### src/rtl/eth_rx_pkg.sv
// Shared types and defaults for the Ethernet receive frame controller.
package eth_rx_pkg;

  localparam int unsigned ETH_MIN_LEN    = 64;
  localparam int unsigned ETH_MAX_LEN    = 1518;
  localparam int unsigned ETH_TIMEOUT    = 64;
  localparam int unsigned ETH_IFG_CYCLES = 12;
  localparam int unsigned ETH_LEN_W      = 11;

  typedef enum logic [2:0] {
    StIdle,
    StRecv,
    StDrop,
    StDone,
    StIfg
  } state_e;

  typedef enum logic [2:0] {
    ERR_OK   = 3'd0,
    ERR_RUNT = 3'd1,
    ERR_LONG = 3'd2,
    ERR_OVF  = 3'd3,
    ERR_TMO  = 3'd4
  } err_e;

  function automatic int unsigned max_u(input int unsigned a, input int unsigned b);
    return (a > b) ? a : b;
  endfunction

endpackage

### src/rtl/eth_rx_frame_ctrl_if.sv
// Byte stream from the PHY/SFD side in, payload buffer writes and frame verdict out.
interface eth_rx_frame_ctrl_if #(
  parameter int unsigned LEN_W = 11
);
  logic             sfd_pulse;
  logic             rx_dv;
  logic [7:0]       rx_byte;
  logic             rx_byte_valid;
  logic             buf_ready;
  logic             frame_end;
  logic             wr_en;
  logic [7:0]       wr_data;
  logic             commit;
  logic             discard;
  logic [LEN_W-1:0] frame_len;
  logic [2:0]       err_code;
  logic             busy;

  modport master (
    output sfd_pulse, rx_dv, rx_byte, rx_byte_valid, buf_ready,
    input  frame_end, wr_en, wr_data, commit, discard, frame_len, err_code, busy
  );

  modport slave (
    input  sfd_pulse, rx_dv, rx_byte, rx_byte_valid, buf_ready,
    output frame_end, wr_en, wr_data, commit, discard, frame_len, err_code, busy
  );
endinterface

### src/rtl/eth_rx_gap_timer.sv
// Reloadable saturating down-counter; expire fires on a decrement request at zero.
module eth_rx_gap_timer #(
  parameter int unsigned W = 7
) (
  input  logic         clk,
  input  logic         rst,
  input  logic         load,
  input  logic [W-1:0] load_val,
  input  logic         dec,
  output logic         expire
);

  logic [W-1:0] cnt_q;

  always_ff @(posedge clk or posedge rst) begin
    if (rst) begin
      cnt_q <= '0;
    end else if (load) begin
      cnt_q <= load_val;
    end else if (dec && (cnt_q != '0)) begin
      cnt_q <= cnt_q - 1'b1;
    end
  end

  assign expire = dec && !load && (cnt_q == '0);

endmodule

### src/rtl/eth_rx_frame_ctrl.sv
// Per-frame receive sequencer: forwards payload bytes, checks length/overflow/stall,
// issues commit or discard, then holds off re-arming until the inter-frame gap is quiet.
module eth_rx_frame_ctrl
  import eth_rx_pkg::*;
#(
  parameter int unsigned MIN_LEN    = ETH_MIN_LEN,
  parameter int unsigned MAX_LEN    = ETH_MAX_LEN,
  parameter int unsigned TIMEOUT    = ETH_TIMEOUT,
  parameter int unsigned IFG_CYCLES = ETH_IFG_CYCLES,
  parameter int unsigned LEN_W      = ETH_LEN_W
) (
  input logic                clk,
  input logic                rst,
  eth_rx_frame_ctrl_if.slave bus
);

  localparam int unsigned TmrW = $clog2(max_u(TIMEOUT, IFG_CYCLES) + 1);
  localparam logic [LEN_W-1:0] MaxLen    = LEN_W'(MAX_LEN);
  localparam logic [LEN_W-1:0] MinLen    = LEN_W'(MIN_LEN);
  localparam logic [TmrW-1:0]  StallLoad = TmrW'(TIMEOUT - 1);
  localparam logic [TmrW-1:0]  IfgLoad   = TmrW'(IFG_CYCLES - 1);

  state_e           state_q;
  logic [LEN_W-1:0] byte_cnt_q;
  err_e             err_q;
  logic             frame_end_q;
  logic             wr_en_q;
  logic [7:0]       wr_data_q;
  logic             commit_q;
  logic             discard_q;
  logic [LEN_W-1:0] frame_len_q;
  err_e             err_code_q;
  logic             busy_q;

  err_e             byte_err;
  logic             byte_ok;
  logic [LEN_W-1:0] recv_cnt;
  err_e             recv_done_err;

  logic             tmr_load;
  logic [TmrW-1:0]  tmr_load_val;
  logic             tmr_dec;
  logic             tmr_expire;

  // Classify the byte presented this cycle; the verdict also covers a byte that
  // arrives in the same cycle rx_dv drops.
  always_comb begin
    byte_err = ERR_OK;
    if (bus.rx_byte_valid) begin
      if (!bus.buf_ready) begin
        byte_err = ERR_OVF;
      end else if (byte_cnt_q >= MaxLen) begin
        byte_err = ERR_LONG;
      end
    end
    byte_ok  = bus.rx_byte_valid && (byte_err == ERR_OK);
    recv_cnt = byte_ok ? byte_cnt_q + 1'b1 : byte_cnt_q;
    if (byte_err != ERR_OK) begin
      recv_done_err = byte_err;
    end else if (recv_cnt < MinLen) begin
      recv_done_err = ERR_RUNT;
    end else begin
      recv_done_err = ERR_OK;
    end
  end

  // One timer serves both the stall watchdog in RECV and the quiet-gap count in IFG.
  always_comb begin
    tmr_load     = 1'b0;
    tmr_load_val = '0;
    tmr_dec      = 1'b0;
    case (state_q)
      StIdle: begin
        tmr_load     = bus.sfd_pulse;
        tmr_load_val = StallLoad;
      end
      StRecv: begin
        tmr_load     = bus.rx_byte_valid;
        tmr_load_val = StallLoad;
        tmr_dec      = !bus.rx_byte_valid && bus.rx_dv;
      end
      StDone: begin
        tmr_load     = 1'b1;
        tmr_load_val = IfgLoad;
      end
      StIfg: begin
        tmr_load     = bus.rx_dv;
        tmr_load_val = IfgLoad;
        tmr_dec      = !bus.rx_dv;
      end
      default: ;
    endcase
  end

  eth_rx_gap_timer #(
    .W(TmrW)
  ) u_gap_timer (
    .clk      (clk),
    .rst      (rst),
    .load     (tmr_load),
    .load_val (tmr_load_val),
    .dec      (tmr_dec),
    .expire   (tmr_expire)
  );

  always_ff @(posedge clk or posedge rst) begin
    if (rst) begin
      state_q     <= StIdle;
      byte_cnt_q  <= '0;
      err_q       <= ERR_OK;
      frame_end_q <= 1'b0;
      wr_en_q     <= 1'b0;
      wr_data_q   <= '0;
      commit_q    <= 1'b0;
      discard_q   <= 1'b0;
      frame_len_q <= '0;
      err_code_q  <= ERR_OK;
      busy_q      <= 1'b0;
    end else begin
      frame_end_q <= 1'b0;
      commit_q    <= 1'b0;
      discard_q   <= 1'b0;
      wr_en_q     <= 1'b0;
      case (state_q)
        StIdle: begin
          busy_q <= bus.sfd_pulse;
          if (bus.sfd_pulse) begin
            state_q    <= StRecv;
            byte_cnt_q <= '0;
            err_q      <= ERR_OK;
          end
        end
        StRecv: begin
          busy_q     <= 1'b1;
          byte_cnt_q <= recv_cnt;
          if (byte_ok) begin
            wr_en_q   <= 1'b1;
            wr_data_q <= bus.rx_byte;
          end
          if (!bus.rx_dv) begin
            state_q     <= StDone;
            frame_end_q <= 1'b1;
            frame_len_q <= recv_cnt;
            err_code_q  <= recv_done_err;
            commit_q    <= (recv_done_err == ERR_OK);
            discard_q   <= (recv_done_err != ERR_OK);
          end else if (byte_err != ERR_OK) begin
            err_q   <= byte_err;
            state_q <= StDrop;
          end else if (tmr_expire) begin
            err_q   <= ERR_TMO;
            state_q <= StDrop;
          end
        end
        StDrop: begin
          busy_q <= 1'b1;
          if (!bus.rx_dv) begin
            state_q     <= StDone;
            frame_end_q <= 1'b1;
            frame_len_q <= byte_cnt_q;
            err_code_q  <= err_q;
            commit_q    <= (err_q == ERR_OK);
            discard_q   <= (err_q != ERR_OK);
          end
        end
        StDone: begin
          busy_q  <= 1'b1;
          state_q <= StIfg;
        end
        StIfg: begin
          busy_q <= !tmr_expire;
          if (tmr_expire) begin
            state_q <= StIdle;
          end
        end
        default: begin
          busy_q  <= 1'b0;
          state_q <= StIdle;
        end
      endcase
    end
  end

  assign bus.frame_end = frame_end_q;
  assign bus.wr_en     = wr_en_q;
  assign bus.wr_data   = wr_data_q;
  assign bus.commit    = commit_q;
  assign bus.discard   = discard_q;
  assign bus.frame_len = frame_len_q;
  assign bus.err_code  = err_code_q;
  assign bus.busy      = busy_q;

endmodule
### src/flat_wrapper.sv
// flat-port wrapper written by rule: the top's interface ports become plain ports
module eth_rx_frame_ctrl_flat import eth_rx_pkg::*;
#(
  parameter int unsigned MIN_LEN    = ETH_MIN_LEN,
  parameter int unsigned MAX_LEN    = ETH_MAX_LEN,
  parameter int unsigned TIMEOUT    = ETH_TIMEOUT,
  parameter int unsigned IFG_CYCLES = ETH_IFG_CYCLES,
  parameter int unsigned LEN_W      = ETH_LEN_W
)
  (clk, rst, bus_sfd_pulse, bus_rx_dv, bus_rx_byte, bus_rx_byte_valid, bus_buf_ready, bus_frame_end, bus_wr_en, bus_wr_data, bus_commit, bus_discard, bus_frame_len, bus_err_code, bus_busy);
  eth_rx_frame_ctrl_if #(.LEN_W(LEN_W)) bus_i ();
  input logic clk;
  input logic rst;
  input wire logic [$bits(bus_i.sfd_pulse)-1:0] bus_sfd_pulse;
  input wire logic [$bits(bus_i.rx_dv)-1:0] bus_rx_dv;
  input wire logic [$bits(bus_i.rx_byte)-1:0] bus_rx_byte;
  input wire logic [$bits(bus_i.rx_byte_valid)-1:0] bus_rx_byte_valid;
  input wire logic [$bits(bus_i.buf_ready)-1:0] bus_buf_ready;
  output wire logic [$bits(bus_i.frame_end)-1:0] bus_frame_end;
  output wire logic [$bits(bus_i.wr_en)-1:0] bus_wr_en;
  output wire logic [$bits(bus_i.wr_data)-1:0] bus_wr_data;
  output wire logic [$bits(bus_i.commit)-1:0] bus_commit;
  output wire logic [$bits(bus_i.discard)-1:0] bus_discard;
  output wire logic [$bits(bus_i.frame_len)-1:0] bus_frame_len;
  output wire logic [$bits(bus_i.err_code)-1:0] bus_err_code;
  output wire logic [$bits(bus_i.busy)-1:0] bus_busy;
  assign bus_i.sfd_pulse = bus_sfd_pulse;
  assign bus_i.rx_dv = bus_rx_dv;
  assign bus_i.rx_byte = bus_rx_byte;
  assign bus_i.rx_byte_valid = bus_rx_byte_valid;
  assign bus_i.buf_ready = bus_buf_ready;
  assign bus_frame_end = bus_i.frame_end;
  assign bus_wr_en = bus_i.wr_en;
  assign bus_wr_data = bus_i.wr_data;
  assign bus_commit = bus_i.commit;
  assign bus_discard = bus_i.discard;
  assign bus_frame_len = bus_i.frame_len;
  assign bus_err_code = bus_i.err_code;
  assign bus_busy = bus_i.busy;
  eth_rx_frame_ctrl #(.MIN_LEN(MIN_LEN), .MAX_LEN(MAX_LEN), .TIMEOUT(TIMEOUT), .IFG_CYCLES(IFG_CYCLES), .LEN_W(LEN_W)) u_core (.clk(clk), .rst(rst), .bus(bus_i));
endmodule
### config.mk
export PLATFORM = sky130hd
export DESIGN_NAME = eth_rx_frame_ctrl_flat
export DESIGN_NICKNAME = d
export VERILOG_FILES = /design/src/rtl/eth_rx_pkg.sv /design/src/rtl/eth_rx_frame_ctrl_if.sv /design/src/rtl/eth_rx_gap_timer.sv /design/src/rtl/eth_rx_frame_ctrl.sv /design/src/flat_wrapper.sv
export SDC_FILE = /design/constraint.sdc
export NUM_CORES = 1
export LEC_CHECK = 0
export CORE_AREA = 8 8 96 115
export CTS_CLUSTER_DIAMETER = 100
export DETAILED_ROUTE_END_ITERATION = 12
export DIE_AREA = 0 0 104 123
export PLACE_DENSITY = 0.55
export SYNTH_ARGS = -nofsm -noshare
export SYNTH_HDL_FRONTEND = slang
export SYNTH_SLANG_ARGS = --single-unit
### constraint.sdc
create_clock -name clk -period 2.83 [get_ports clk]
set_clock_uncertainty 0.05 [all_clocks]
set_input_delay 0.4245 -clock clk [delete_from_list [all_inputs] [get_ports clk]]
set_output_delay 0.4245 -clock clk [all_outputs]
set_load 0.02 [all_outputs]
# After elaboration in Yosys (flattened, before gate mapping)
# Index checks and enable logic that the tools add are counted.
# totals
reg_bits	51
inputBits	14
output_inout_bits	27
wordCells	99
# classes
addsub	2
n_lt_le_gt_ge	2
eq_ne	11
muxes	42
n_reduce_logical	30
# op_table
cell	n
two-way mux 3 bit	15
two-way mux 11 bit	4
case mux 11 bit (2 select lines)	2
case mux 3 bit (5 select lines)	1
two-way mux 7 bit	2
zero test 3 bit	4
case mux 3 bit (2 select lines)	2
case mux 6 bit (2 select lines)	1
adder 11 x 1 -> 11 bit (second input constant)	1
>= comparator 11 bit (second input constant)	1
less-than comparator 11 x 7 -> 1 bit (second input constant)	1
two-way mux 1 bit	9
nonzero test 3 bit	3
!= test 2 bit (second input constant)	4
AND reduction 4 bit	2
zero test 7 bit	1
nonzero test 7 bit	1
subtractor 7 x 1 -> 7 bit (second input constant)	1
== test 3 x 2 -> 1 bit (second input constant)	2
case mux 1 bit (2 select lines)	3
nonzero test 2 bit	3
OR reduction 2 bit	3
logical AND 1 bit	5
zero test 1 bit	4
11 further kinds	12

# Depth between registers and ports, before layout
# Gate-level depths: netlist of the first run.
# logic_depth
depth_word	13
ltp_mapped	12

# Modules after synthesis
# From an unflattened synthesis of the first run, not the netlist that was laid out.
# unflattened
hier_cells	317
hier_area_um2	2959.1
# by_module_without_submodules
mod	instances	cells_per_inst	area_each_um2	seq_area_each_um2
eth_rx_frame_ctrl	1	258	2482.4	1101.1
eth_rx_gap_timer	1	59	476.7	175.2

# Worst setup path after synthesis of the first run
# Ideal clock, no wire load.
# synth_path
kind	flip-flop to flip-flop
startpoint	register u_core.byte_cnt_q[0]
endpoint	register u_core.commit_q, in the netlist u_core.bus.commit
setup_ns	0.121
t_arrival_ns	2.444
path_slack_ns	0.215
path_stages_with_launch	10
n_path_buf	1
period_less_slack_ns	2.615
path_cell_list	dfrtp_1 > clkbuf_2 > inv_1 > ha_1 > o211a_1 > o211ai_2 > nor4b_4 > mux2_4 > or4_4 > a22o_1
# synth_between
elab_chain_cells	13
# synth_lines
item	line_no	source
from (decl)	eth_rx_frame_ctrl.sv:24	logic [LEN_W-1:0] byte_cnt_q;
from (signal assigned)	eth_rx_frame_ctrl.sv:135	byte_cnt_q <= recv_cnt;
>= comparator 11 bit	eth_rx_frame_ctrl.sv:52	end else if (byte_cnt_q >= MaxLen) begin
two-way mux 2 bit	eth_rx_frame_ctrl.sv:52	
two-way mux 3 bit	eth_rx_frame_ctrl.sv:50	if (!bus.buf_ready) begin
two-way mux 3 bit	eth_rx_frame_ctrl.sv:49	if (bus.rx_byte_valid) begin
zero test 3 bit	eth_rx_frame_ctrl.sv:56	byte_ok = bus.rx_byte_valid && (byte_err == ERR_OK);
logical AND 1 bit	eth_rx_frame_ctrl.sv:56	
two-way mux 11 bit	eth_rx_frame_ctrl.sv:57	recv_cnt = byte_ok ? byte_cnt_q + 1'b1 : byte_cnt_q;
less-than comparator 11 x 7 -> 1 bit	eth_rx_frame_ctrl.sv:60	end else if (recv_cnt < MinLen) begin
two-way mux 1 bit	eth_rx_frame_ctrl.sv:60	
two-way mux 3 bit *	eth_rx_frame_ctrl.sv:58	if (byte_err != ERR_OK) begin
zero test 3 bit *	eth_rx_frame_ctrl.sv:145	commit_q <= (recv_done_err == ERR_OK);
two-way mux 1 bit *	eth_rx_frame_ctrl.sv:140	if (!bus.rx_dv) begin
case mux 1 bit (2 select lines) *	eth_rx_frame_ctrl.sv:124	case (state_q)
to (signal assigned)	eth_rx_frame_ctrl.sv:145	
to (signal assigned)	eth_rx_frame_ctrl.sv:162	commit_q <= (err_q == ERR_OK);
to (decl)	eth_rx_frame_ctrl.sv:29	logic commit_q;
# Mark *: on every way between the ends. The rest lies on a longest branch, timed or not.
# A chain may end at the register's enable or synchronous reset.

# Final worst setup path of the first run
# Same ends and word-level chain as after synthesis.

==> results of run 1 <==
## cells in the mapped netlist (all sizes together), types with 2 or more instances
cell type | number | area (sq um)
nand3 | 6 | 30.03
dfrtp | 51 | 1276
o21bai | 3 | 22.52
buf | 6 | 30.03
nor3 | 2 | 10.01
nand2b | 5 | 31.28
or4 | 2 | 18.77
inv | 12 | 45.04
and2 | 3 | 20.02
o211ai | 4 | 35.03
o21ai | 22 | 110.1
xor2 | 6 | 52.55
a22o | 2 | 17.52
or3b | 2 | 17.52
clkbuf | 14 | 55.05
a21oi | 26 | 133.9
nand4 | 6 | 37.54
and4 | 2 | 17.52
nor2 | 29 | 108.9
a31oi | 6 | 37.54
nand2 | 58 | 217.7
a21o | 2 | 15.01
or3 | 2 | 12.51
a32o | 2 | 20.02
xnor2 | 5 | 43.79
o31ai | 5 | 37.54
ha | 3 | 37.54
nor4 | 3 | 18.77
nor4b | 2 | 32.53
nor3b | 2 | 15.01
a21boi | 2 | 15.01
## registers in the layout, indices dropped and copies added, names as in the netlist
signal / count
u_core.byte_cnt_q: 11
u_core.u_gap_timer.cnt_q: 7
u_core.bus.busy: 1
u_core.err_q: 3
u_core.bus.err_code: 3
u_core.bus.frame_end: 1
u_core.bus.wr_data: 8
u_core.bus.wr_en: 1
u_core.bus.commit: 1
u_core.bus.frame_len: 11
u_core.state_q: 3
u_core.bus.discard: 1
## tightest hold or removal path, stage by stage (launching register included)
cell,delay (ns)
dfrtp_1,0.34
nand2_1,0.05
nand2_1,0.05
## logic make-up after synthesis
kind of cell	after synthesis
AO/OA/AOI/OAI	81
XOR/XNOR	11
adder cells (fa/ha/maj)	3
buffers and inverters	32
flip-flops	51
multiplexers	1
AND/OR/NAND/NOR	129
## layer usage
metal  share of wire  GRT usage
met1            0.44     0.1289
met4           0.018    0.03898
met3           0.049    0.03076
met2            0.49     0.1920
met5               0          0
## how the worst min path moves through the flow
stage / from / endpoint / depth (start not counted)
floorplan: u_core.u_gap_timer.cnt_q[6] / u_core.u_gap_timer.cnt_q[6] / 2
global placement: u_core.bus.wr_data[7] / u_core.bus.wr_data[7] / 2
detailed placement: u_core.bus.wr_data[5] / u_core.bus.wr_data[5] / 2
CTS: u_core.bus.wr_data[5] / u_core.bus.wr_data[5] / 2
global route: u_core.bus.wr_data[7] / u_core.bus.wr_data[7] / 2
finish: u_core.bus.wr_data[5] / u_core.bus.wr_data[5] / 2
## through the flow
step / instances / total power [mW] / util / hold WS, ns
after CTS: 470 / 3.219 / 0.3676 / 0.4288
after detailed placement: 462 / 2.568 / 0.3509 / 0.4120
after global placement: 462 / 2.549 / 0.3509 / 0.4087
final: 470 / 3.170 / 0.3676 / 0.4231
after global routing: 470 / 3.419 / 0.3676 / 0.4589
after floorplan: 308 / 1.975 / - / 0.4123
## power breakdown
group | switching (mW) | internal [mW] | total [mW]
clock | 0.280 | 0.354 | 0.634
combinational | 0.780 | 0.606 | 1.39
sequential | 0.186 | 0.965 | 1.15
## final cells by class
| class | instances | share of cell area |
|---|---|---|
| clock inverters | 2 | 0.004772 |
| flip-flops and latches | 51 | 0.3744 |
| multi-input cells | 225 | 0.3763 |
| well taps | 123 | 0.04515 |
| clock buffers | 6 | 0.04075 |
| inverters | 12 | 0.01322 |
| repair buffers | 51 | 0.1454 |
==> metrics.md, run 1 <==
| Metric | Value |
|---|---|
| Series of cell instances along the critical path | `inv_1 > ha_1 > o211a_1 > o211ai_2 > nor4b_4 > mux2_4 > or4_4 > a22o_1` |
| Dominant register cell in the synthesized netlist | `dfrtp_1` |
| Pins over their slew limit | `0` |
| NumNets Final | `363` |
| Fmax | `~390 MHz` |
| Crit-path max cell delay | `just under 0.5 ns` |
| Largest net degree at the start of global routing | `29` |
| Effective utilization at floorplan | `0.2900` |
| Complex-gate fraction of the synthesized area | `0.1880` |
| Final worst-path cycle share | `0.9114` |
| DRC Markers | `0` |
| Leak Pwr | `between 1 and 1.5 nW` |
| Mapped cell area | `between 0.002 and 0.003 sq mm` |
| DPL Wire Length | `a little under 5 mm` |
| Antenna violations before repair | `0` |
| Largest fanout on the critical path | `8` |
| Synth Area in Adders | `0.01396` |
| Clock period minus worst slack | `2.579 ns` |
| Antenna diodes | `0` |
| Actual transition at the worst max-transition pin | `between 1 and 1.5 ns` |
| Setup bufs post-CTS | `0` |
| Unique masters post-synth | `between 50 and 60` |
| Vias per std cell | `about 4.9` |
| Buffer levels on the longest clock path | `2` |
| Classification of the worst-slack hold path | `register to register` |
| Outcome | `finished clean` |
| Worst vdd ir | `approximately 0.48 mV` |
| Critical setup path kind | `register to register` |
| EDFF count, synth | `0` |
| Num ports | `just over 40` |
| Layout overhead on the synthesized area | `26.76%` |
| Multi-input gate area in the final layout | `approximately 0.0013 sq mm` |
| Dominant combinational cell family by area after synthesis | `simple AND/OR/NAND/NOR gates` |
| Startpoint of the most critical register-to-register path | `u_core.byte_cnt_q[0]` |
| Die Ht | `between 100 and 150 um` |
| Detail Route Antenna Nets | `0` |
| CP startpoint kind | `register` |
| Share of the yosys chip area belonging to registers | `0.4746` |
| CTS Hold Buffers Added | `0` |
| Number of clock sinks | `51` |
| Placeable core area | `0.009271 sq mm` |
| Data arrival, critical path | `2.72 ns` |
| CTS clk-pin slew, worst paths | `about 0.07 ns` |
| Total power divided by cell area | `~930 mW/mm^2` |
| Number of buffers inserted by port buffering | `40` |
| Final weighted congestion of routability-driven global placement | `around 0.85` |
| Highest-count cells in the layout ignoring fill and taps | `nand2_1, dfrtp_1, clkdlybuf4s50_1` |
| Post-Syn Nets | `approximately 330` |
| Die area | `approximately 0.013 sq mm` |
| Count of final hold-check violations | `0` |
| Design area | `0.003408 sq mm` |
| Placed cell area | `about 0.0033 sq mm` |
| Storage cell area | `~0.0013 sq mm` |
| H-tree depth | `2` |
| Number of standard-cell rows in the floorplan | `39` |
| Post-synth ARST share | `1.000` |
| Total Routing Usage GR | `0.1105` |
| Setup WS post-layout | `0.2508 ns` |
| Routed wire length | `around 6.7 mm` |
| Number of buffers and inverters on the critical path | `1` |
| Post-Syn Instances | `308` |
| Clock latency of the later-clocked register in the worst-skew pair | `0.30 ns` |
| Global route total overflow | `0` |
| Inserted Clock Buffers | `5` |
| Xor and xnor area share after synthesis | `0.03583` |
| Initial drt markers | `~140` |
| Total of fill cells in the finished design | `~1000` |
| Share of post-route cells with drive strength above 1 | `0.08069` |
| Setup-violating endpoint count in the final report | `0` |
| Clock tree from TritonCTS | `yes` |
| Unrepaired setup endpoints after global routing | `false` |
| Instance count on the critical path | `8` |
| Required time of the critical path | `just under 3 ns` |
| Crit path max-delay family | `simple AND/OR/NAND/NOR gates` |
| Share of cell area taken by muxes after synthesis | `0.005584` |
| Global-route wire length before repair | `11.74 mm` |
| Master cell of the clock root buffer | `clkbuf_16` |
| FF+latch count, synth | `51` |
| Worst setup endpoint | `u_core.bus.commit` |
| Number of vias in the routed layout | `~2.3k` |
| Number of global-route vias before repair | `2373` |
| Routed WL per cell | `14.17 um` |
| Worst reg2reg path endpoint | `u_core.bus.commit` |
| Post_cts resized | `0` |
| Die Wd | `about 100 um` |
| Max stage delay cell, worst path | `dfrtp_1` |
| Count of yosys warnings during synthesis | `0` |
| Total negative slack for setup checks | `0 ns` |
| Drt pass-1 iters | `4` |
| First element of the critical path | `u_core.byte_cnt_q[0]` |
| Worst slew margin | `0.2894` |
| Most common cell after layout, fill and taps aside | `nand2_1` |
| Pre-CTS setup slack | `0.1693 ns` |
| Number of maximum-capacitance violations | `0` |
| Post-synthesis average cell area | `between 8 and 9 sq um` |
| Logic depth of the worst register-to-register path | `8` |
| Type of element capturing the critical path | `register` |
| Share of synthesized cell area in and, or, nand and nor gates | `0.2336` |
| Flop-to-flop setup slack | `roughly 0.25 ns` |
Power figures use the tool's default switching activity.
==> run 2, diff against run 1 <==
--- a/config.mk
+++ b/config.mk
@@ -5,11 +5,12 @@
 export SDC_FILE = /design/constraint.sdc
 export NUM_CORES = 1
 export LEC_CHECK = 0
-export CORE_AREA = 8 8 96 115
+export ABC_AREA = 1
+export CORE_AREA = 8 8 97 116
 export CTS_CLUSTER_DIAMETER = 100
 export DETAILED_ROUTE_END_ITERATION = 12
-export DIE_AREA = 0 0 104 123
-export PLACE_DENSITY = 0.55
+export DIE_AREA = 0 0 105 124
+export PLACE_DENSITY = 0.54
 export SYNTH_ARGS = -nofsm -noshare
 export SYNTH_HDL_FRONTEND = slang
 export SYNTH_SLANG_ARGS = --single-unit
==> run 2 against run 1 <==
Effect of this change: highest routed layer unchanged; via count is 3.7% higher; flip-flop and latch count is the same; critical path type unchanged; final area up 0.62%; largest cell class is now registers; critical endpoint is now u_core.bus.frame_len[4].
==> metrics.md, run 2 <==
| Metric | Value |
|---|---|
| Final weighted congestion of routability-driven global placement | `0.8933 (+5.3%)` |
| Net load switching power | `1.493 mW (+20%)` |
| Sequential power share | `0.341 (-0.022)` |
| Buffer levels on the longest clock path | `2 (unchanged)` |
| NumNets Final | `409 (+13%)` |
| Vias per std cell | `4.626 (-5.6%)` |
| Post-synth top cells | `nand2_1, dfrtp_1, inv_1` |
| Pins over their slew limit | `0 (unchanged)` |
| CP startpoint kind | `register` |
| Effective utilization at floorplan | `0.2923 (+0.002321)` |
| Antenna violations before repair | `0 (unchanged)` |
| Post-Syn Nets | `367 (+13%)` |
| Total negative slack for setup checks | `0 ns (unchanged)` |
| Actual transition at the worst max-transition pin | `0.5766 ns (-0.4820 ns)` |
| Design area | `0.003430 sq mm (+0.62%)` |
| Worst slew margin | `0.6152 (+0.3257)` |
| Routed WL per cell | `13.24 um (-6.6%)` |
| Cells taking the most area after synthesis | `dfrtp_1, nand2_1, inv_1` |
| Total Routing Usage GR | `0.1097 (-0.0007945)` |
| Setup-violating endpoint count in the final report | `0 (unchanged)` |
| Antenna diodes | `0 (unchanged)` |
| Clock tree from TritonCTS | `yes` |
| Clock period minus worst slack | `2.115 ns (-0.4644 ns)` |
| Unique masters post-synth | `37 (-29%)` |
| Number of buffers inserted by port buffering | `40 (unchanged)` |
| Logic gate share of total power | `0.476 (+0.039)` |
| Type of element capturing the critical path | `register` |
| EDFF count, synth | `0 (unchanged)` |
| Portion of total power attributed to the clock network | `0.183 (-0.017)` |
| Fmax | `472.9 MHz (+22%)` |
| Most common cell after layout, fill and taps aside | `nand2_1` |
| Leak Pwr | `1.613 nW (+11%)` |
| CTS clk-pin slew, worst paths | `0.07 ns (about the same)` |
| Routed wire length | `6.832 mm (+2.6%)` |
| Placed cell area | `0.003276 sq mm (+0.69%)` |
| FF+latch count, synth | `51 (unchanged)` |
| Post-Syn Instances | `350 (+14%)` |
| Cell with the most instances after synthesis | `nand2_1` |
| Die Ht | `124 um (+0.81%)` |
| Die Wd | `105 um (+0.96%)` |
| DPL Wire Length | `5.156 mm (+6.3%)` |
| Unrepaired setup endpoints after global routing | `false` |
| Post_cts resized | `0 (unchanged)` |
| Placeable core area | `0.009369 sq mm (+1.1%)` |
| Highest-count cells in the layout ignoring fill and taps | `nand2_1, dfrtp_1, clkdlybuf4s50_1` |
| Total power divided by cell area | `1011 mW/mm^2 (+8.7%)` |
| Worst vdd ir | `0.4430 mV (-7.0%)` |
| Net switching share of the total power | `0.4306 (+0.03763)` |
| Number of maximum-capacitance violations | `0 (unchanged)` |
| Master cell of the clock root buffer | `clkbuf_16` |
| Share of the synthesized area in the top cell type | `0.4660 (-0.008673)` |
| Detail Route Antenna Nets | `0 (unchanged)` |
| Outcome | `finished clean` |
| Mapped cell area | `0.002739 sq mm (+1.9%)` |
| CTS Hold Buffers Added | `0 (unchanged)` |
| Drt pass-1 iters | `4 (unchanged)` |
| Required time of the critical path | `2.96 ns (about the same)` |
| Data arrival, critical path | `2.25 ns (-0.47 ns)` |
| Count of final hold-check violations | `0 (unchanged)` |
| Number of clock sinks | `51 (unchanged)` |
| Post-synthesis cell type with the largest combined area | `dfrtp_1` |
| Post-synthesis average cell area | `7.825 sq um (-10%)` |
| Initial drt markers | `132 (-5.0%)` |
| Final worst-path cycle share | `0.7473 (-0.1641)` |
| Number of standard-cell rows in the floorplan | `39 (unchanged)` |
| Number of vias in the routed layout | `2387 (+3.7%)` |
| Inserted Clock Buffers | `5 (unchanged)` |
| DRC Markers | `0 (unchanged)` |
| Global-route wire length before repair | `11.70 mm (-0.29%)` |
| Share of post-route cells with drive strength above 1 | `0.08906 (+0.008367)` |
| Dominant register cell in the synthesized netlist | `dfrtp_1` |
| Count of yosys warnings during synthesis | `0 (unchanged)` |
| Num ports | `41 (unchanged)` |
| Layout overhead on the synthesized area | `25.22%` |
| Die area | `0.01302 sq mm (+1.8%)` |
| Share of the yosys chip area belonging to registers | `0.4660 (-0.008673)` |
| Setup bufs post-CTS | `0 (unchanged)` |
| Classification of the worst-slack hold path | `register to register` |
| H-tree depth | `2 (unchanged)` |
| Internal power summed over all cells | `1.974 mW (+2.6%)` |
| Number of global-route vias before repair | `2449 (+3.2%)` |
| Largest fanout on the critical path | `6 (-2)` |
| Post-synth ARST share | `1.000 (unchanged)` |
| Critical setup path kind | `register to register` |
| Clock latency of the later-clocked register in the worst-skew pair | `0.30 ns (about the same)` |
| Largest net degree at the start of global routing | `30 (+3.4%)` |
| Global route total overflow | `0 (unchanged)` |
[run 2: changes by cell type after synthesis, sizes merged, moves of 5 or more]
| cell | change |
|---|---|
| a31oi | -5 |
| clkbuf | -13 |
| inv | +25 |
| nand2 | +52 |
| nand2b | -5 |
| nand3 | +14 |
| nor2 | +6 |
| xnor2 | -5 |
[run 2: path summary, 6_finish.rpt]
kind                                               end  slack, ns  cells past startpoint             startpoint
max in group asynchronous        u_core.bus.wr_data[7]       1.74                      3                    rst
setup reg to reg               u_core.bus.frame_len[4]       0.72                     13   u_core.byte_cnt_q[0]
setup / recovery               u_core.bus.frame_len[4]       0.72                     13   u_core.byte_cnt_q[0]
min in group asynchronous  u_core.u_gap_timer.cnt_q[5]       0.44                      2                    rst
hold reg to reg                  u_core.bus.wr_data[7]       0.42                      2  u_core.bus.wr_data[7]
hold / removal                   u_core.bus.wr_data[7]       0.42                      2  u_core.bus.wr_data[7]
[run 2: layer usage]
layer	GRT usage	wire (um)	share of wire	vias up
met5	0	0	0	-
met4	0.03664	108	0.016	0
met3	0.02381	282	0.041	8
met2	0.1963	3253	0.48	50
met1	0.1281	3188	0.47	1111
li1	-	-	-	1218
[run 2: cell type report]
class	instances	area, sq um
clock inverters	3	28.78
fillers	992	5939
well taps	123	153.9
inverters	37	138.9
flip-flops and latches	51	1276
multi-input cells	254	1271
repair buffers	43	435.4
clock buffers	5	125.1
[run 2: power by group through the flow]
stage | Clock, mW | Combinational (mW) | Sequential (mW)
2_1_floorplan | 0 | 0.851 | 1.38
3_3_place_gp | 0 | 1.66 | 1.20
3_5_place_dp | 0 | 1.67 | 1.20
4_1_cts | 0.650 | 1.67 | 1.19
5_1_grt | 0.677 | 1.85 | 1.22
6_report | 0.634 | 1.65 | 1.18
[run 2: worst max-delay path, stage by stage, from the launching register on]
cell	delay, ns
dfrtp_1	0.46
inv_1	0.12
ha_1	0.21
nor2_1	0.14
o21bai_2	0.10
nand2_4	0.10
nand2_4	0.07
nor2_4	0.17
nand2_2	0.09
nor2_1	0.12
xor2_1	0.19
nand2_1	0.07
nand2_1	0.06
nand2_1	0.05
[run 2: logic make-up (layout without fill, tap and decap cells)]
kind of cell,after synthesis,count (layout),share of synthesized area
AO/OA/AOI/OAI,63,63,0.1343
XOR/XNOR,7,7,0.02239
adder cells (fa/ha/maj),3,3,0.01371
buffers and inverters,45,88,0.06989
flip-flops,51,51,0.4660
AND/OR/NAND/NOR,181,181,0.2937
[run 2: through the flow]
step	instances	worst slack (ns)	utilization	power (mW)	hold WS (ns)
4_1_cts	516	0.7054	0.3661	3.508	0.4257
6_report	516	0.7152	0.3661	3.467	0.4225
3_5_place_dp	508	0.4934	0.3496	2.868	0.4095
5_1_grt	516	0.4887	0.3661	3.754	0.4540
3_3_place_gp	508	0.5670	0.3496	2.861	0.4054
2_1_floorplan	350	1.013	-	2.229	0.4248
==> run 3, diff against run 2 <==
--- a/config.mk
+++ b/config.mk
@@ -10,7 +10,7 @@
 export CTS_CLUSTER_DIAMETER = 100
 export DETAILED_ROUTE_END_ITERATION = 12
 export DIE_AREA = 0 0 105 124
-export PLACE_DENSITY = 0.54
+export PLACE_DENSITY = 0.56
 export SYNTH_ARGS = -nofsm -noshare
 export SYNTH_HDL_FRONTEND = slang
 export SYNTH_SLANG_ARGS = --single-unit
==> constraint.sdc (replaced) <==
create_clock -name clk -period 1.8 [get_ports clk]
set_clock_uncertainty 0.05 [all_clocks]
set_input_delay 0.27 -clock clk [delete_from_list [all_inputs] [get_ports clk]]
set_output_delay 0.27 -clock clk [all_outputs]
set_load 0.02 [all_outputs]
==> run 3 against run 2 <==
Effect of this change: the run now ends with setup timing left; largest power group unchanged; sequential share of layout area is 5.7 points lower; clock power is 46% higher; highest routed layer unchanged; die area stayed put; critical endpoint is now u_core.byte_cnt_q[4]; total power is 78% higher.
==> metrics.md, run 3 (synthesized netlist as in run 2, its figures left out) <==
| Metric | Value |
|---|---|
| Antenna diodes | `0 (unchanged)` |
| Final weighted congestion of routability-driven global placement | `0.8694 (-2.7%)` |
| Clock tree from TritonCTS | `yes` |
| Setup WS post-layout | `-0.07606 ns (-0.7912 ns)` |
| Number of vias in the routed layout | `2672 (+12%)` |
| Routed wire length | `7.678 mm (+12%)` |
| Die area | `0.01302 sq mm (unchanged)` |
| Crit path max-delay family | `simple AND/OR/NAND/NOR gates` |
| Crit-path max cell delay | `0.40 ns (-0.06 ns)` |
| Share of post-route cells with drive strength above 1 | `0.2998 (+0.2107)` |
| CTS clk-pin slew, worst paths | `0.07 ns (about the same)` |
| Violations in the final reports | `setup timing` |
| Cell mode on critical path | `nor2_4` |
| Number of buffers inserted by port buffering | `40 (unchanged)` |
| Layout overhead on the synthesized area | `48.52%` |
| Type of element capturing the critical path | `register` |
| Outcome | `complete, but fails checks` |
| Storage cell area | `0.001280 sq mm (+0.29%)` |
| Master cell of the clock root buffer | `clkbuf_16` |
| Finished Layout Cells | `570 (+10%)` |
| Pins over their slew limit | `0 (unchanged)` |
| Largest fanout on the critical path | `3 (-3)` |
| Final worst-path cycle share | `1.042 (+0.2950)` |
| Antenna violations before repair | `0 (unchanged)` |
| Worst vdd ir | `0.8537 mV (+93%)` |
| Number of global-route vias before repair | `2685 (+9.6%)` |
| Series of cell instances along the critical path | `inv_2 > ha_4 > nor2_4 > o21bai_4 > nand2_4 > nand2_4 > nor2_4 > nand2_2 > nor2_4 > xor2_1 > buf_4 > o22ai_1` |
| Max stage delay cell, worst path | `dfrtp_1` |
| Total Routing Usage GR | `0.1174 (+0.007724)` |
| Inserted Clock Buffers | `5 (unchanged)` |
| Classification of the worst-slack hold path | `primary input to async pin` |
| Data arrival, critical path | `2.00 ns (-0.25 ns)` |
| Clock period minus worst slack | `1.876 ns (-0.2388 ns)` |
| Overall Power | `6.183 mW (+78%)` |
| Die Wd | `105 um (unchanged)` |
| Number of maximum-capacitance violations | `0 (unchanged)` |
| Die Ht | `124 um (unchanged)` |
| Number of buffers and inverters on the critical path | `2 (+1)` |
| Unrepaired setup endpoints after global routing | `true` |
| Design area | `0.004068 sq mm (+19%)` |
| Global-route wire length before repair | `12.47 mm (+6.5%)` |
| Global route total overflow | `0 (unchanged)` |
| Pre-CTS setup slack | `-0.2331 ns (-0.7266 ns)` |
| Detail Route Antenna Nets | `0 (unchanged)` |
| DP Cell Count | `550 (+8.3%)` |
| Initial drt markers | `94 (-29%)` |
| Total of fill cells in the finished design | `949 (-4.3%)` |
| Multi-input gate area in the final layout | `0.001489 sq mm (+17%)` |
| Largest net degree at the start of global routing | `52 (+73%)` |
| Number of clock sinks | `51 (unchanged)` |
| Effective utilization at floorplan | `0.2923 (unchanged)` |
| Clock latency of the later-clocked register in the worst-skew pair | `0.29 ns (about the same)` |
| CP startpoint kind | `register` |
| Placeable core area | `0.009369 sq mm (unchanged)` |
| NumNets Final | `463 (+13%)` |
| DPL Wire Length | `5.592 mm (+8.5%)` |
| Setup-violating endpoint count in the final report | `10 (+10)` |
| Routed WL per cell | `13.47 um (+1.7%)` |
| Drt pass-1 iters | `5 (+1)` |
| Leak Pwr | `1.930 nW (+20%)` |
| Placed cell area | `0.003591 sq mm (+9.6%)` |
| Buffer levels on the longest clock path | `2 (unchanged)` |
| H-tree depth | `2 (unchanged)` |
| Num ports | `41 (unchanged)` |
| Highest-count cells in the layout ignoring fill and taps | `nand2_1, buf_4, dfrtp_1` |
| Utilization after layout | `0.4342 (+0.06811)` |
| Vias per std cell | `4.688 (+1.3%)` |
| Actual transition at the worst max-transition pin | `0.2923 ns (-0.2843 ns)` |
| Count of final hold-check violations | `0 (unchanged)` |
| Fmax | `533.0 MHz (+13%)` |
| Required time of the critical path | `1.92 ns (-1.04 ns)` |
| Critical setup path kind | `register to register` |
| DRC Markers | `0 (unchanged)` |
| Total power divided by cell area | `1520 mW/mm^2 (+50%)` |
| Most common cell after layout, fill and taps aside | `nand2_1` |
| Number of standard-cell rows in the floorplan | `39 (unchanged)` |
| Worst slew margin | `0.8051 (+0.1900)` |
[run 3: changes by cell type in the layout (fill, tap and decap cells not counted), moves of 4 or more]
cell,before,now
buf_6,0,5
nand2_1,105,92
nor2_1,31,20
nand3_2,3,8
buf_4,2,51
nand3_1,16,11
o21ai_0,23,17
nand2_2,3,12
nand2_4,2,6
nor2_4,1,9
[run 3: path summary, 6_finish.rpt]
kind | from | to | slack, ns | cells after the start
hold / removal | rst | u_core.bus.wr_data[2] | 0.28 | 3
setup reg to reg | u_core.byte_cnt_q[0] | u_core.byte_cnt_q[4] | -0.08 | 12
max in group asynchronous | rst | u_core.state_q[1] | 1.16 | 3
setup / recovery | u_core.byte_cnt_q[0] | u_core.byte_cnt_q[4] | -0.08 | 12
hold reg to reg | u_core.bus.wr_data[1] | u_core.bus.wr_data[1] | 0.42 | 2
min in group clk | u_core.bus.wr_data[1] | u_core.bus.wr_data[1] | 0.42 | 2
[run 3: metrics by stage]
stage / setup TNS (ns) / hold WS (ns)
after floorplan: -0.0001918 / 0.3368
after global placement: -3.173 / 0.4076
after detailed placement: -4.320 / 0.4127
after CTS: -0.1396 / 0.2982
after global routing: -1.645 / 0.3399
final: -0.2936 / 0.2815
[run 3: what timing repair did]
item / in CTS / in global routing
gates resized for setup: 13 / 59
endpoints found under the hold margin: 0 / 0
hold buffers: 0 / 0
setup buffers: 1 / 11
pin swaps: 11 / 30
endpoints found under the setup margin: 16 / 39
[run 3: routing by layer]
layer | GRT usage | wire [um] | share of wire | vias to the layer above
li1 | - | - | - | 1330
met1 | 0.1229 | 2961 | 0.39 | 1271
met2 | 0.2145 | 4158 | 0.54 | 53
met3 | 0.02588 | 306 | 0.040 | 18
met4 | 0.06881 | 252 | 0.033 | 0
met5 | 0 | 0 | 0 | -
[run 3: cell type report]
type                       count  area share
sequential                    51      0.3147
tap                          123     0.03783
timing repair buffer          97      0.2113
multi-input combinational    254      0.3660
inverter                      37     0.03568
clock inverter                 3    0.003691
clock buffer                   5     0.03076
[run 3: report_power, final]
group          leakage, nW  internal [mW]  switching [mW]
logic                 1.22           1.51            1.88
clock network       0.0733          0.508           0.417
registers            0.638           1.58           0.288
total                 1.93           3.60            2.58
[run 3: worst reg2reg max path: stages (launching register included)]
cell,delay [ns]
dfrtp_1,0.40
inv_2,0.08
ha_4,0.16
nor2_4,0.10
o21bai_4,0.09
nand2_4,0.11
nand2_4,0.07
nor2_4,0.15
nand2_2,0.10
nor2_4,0.09
xor2_1,0.18
buf_4,0.14
o22ai_1,0.05
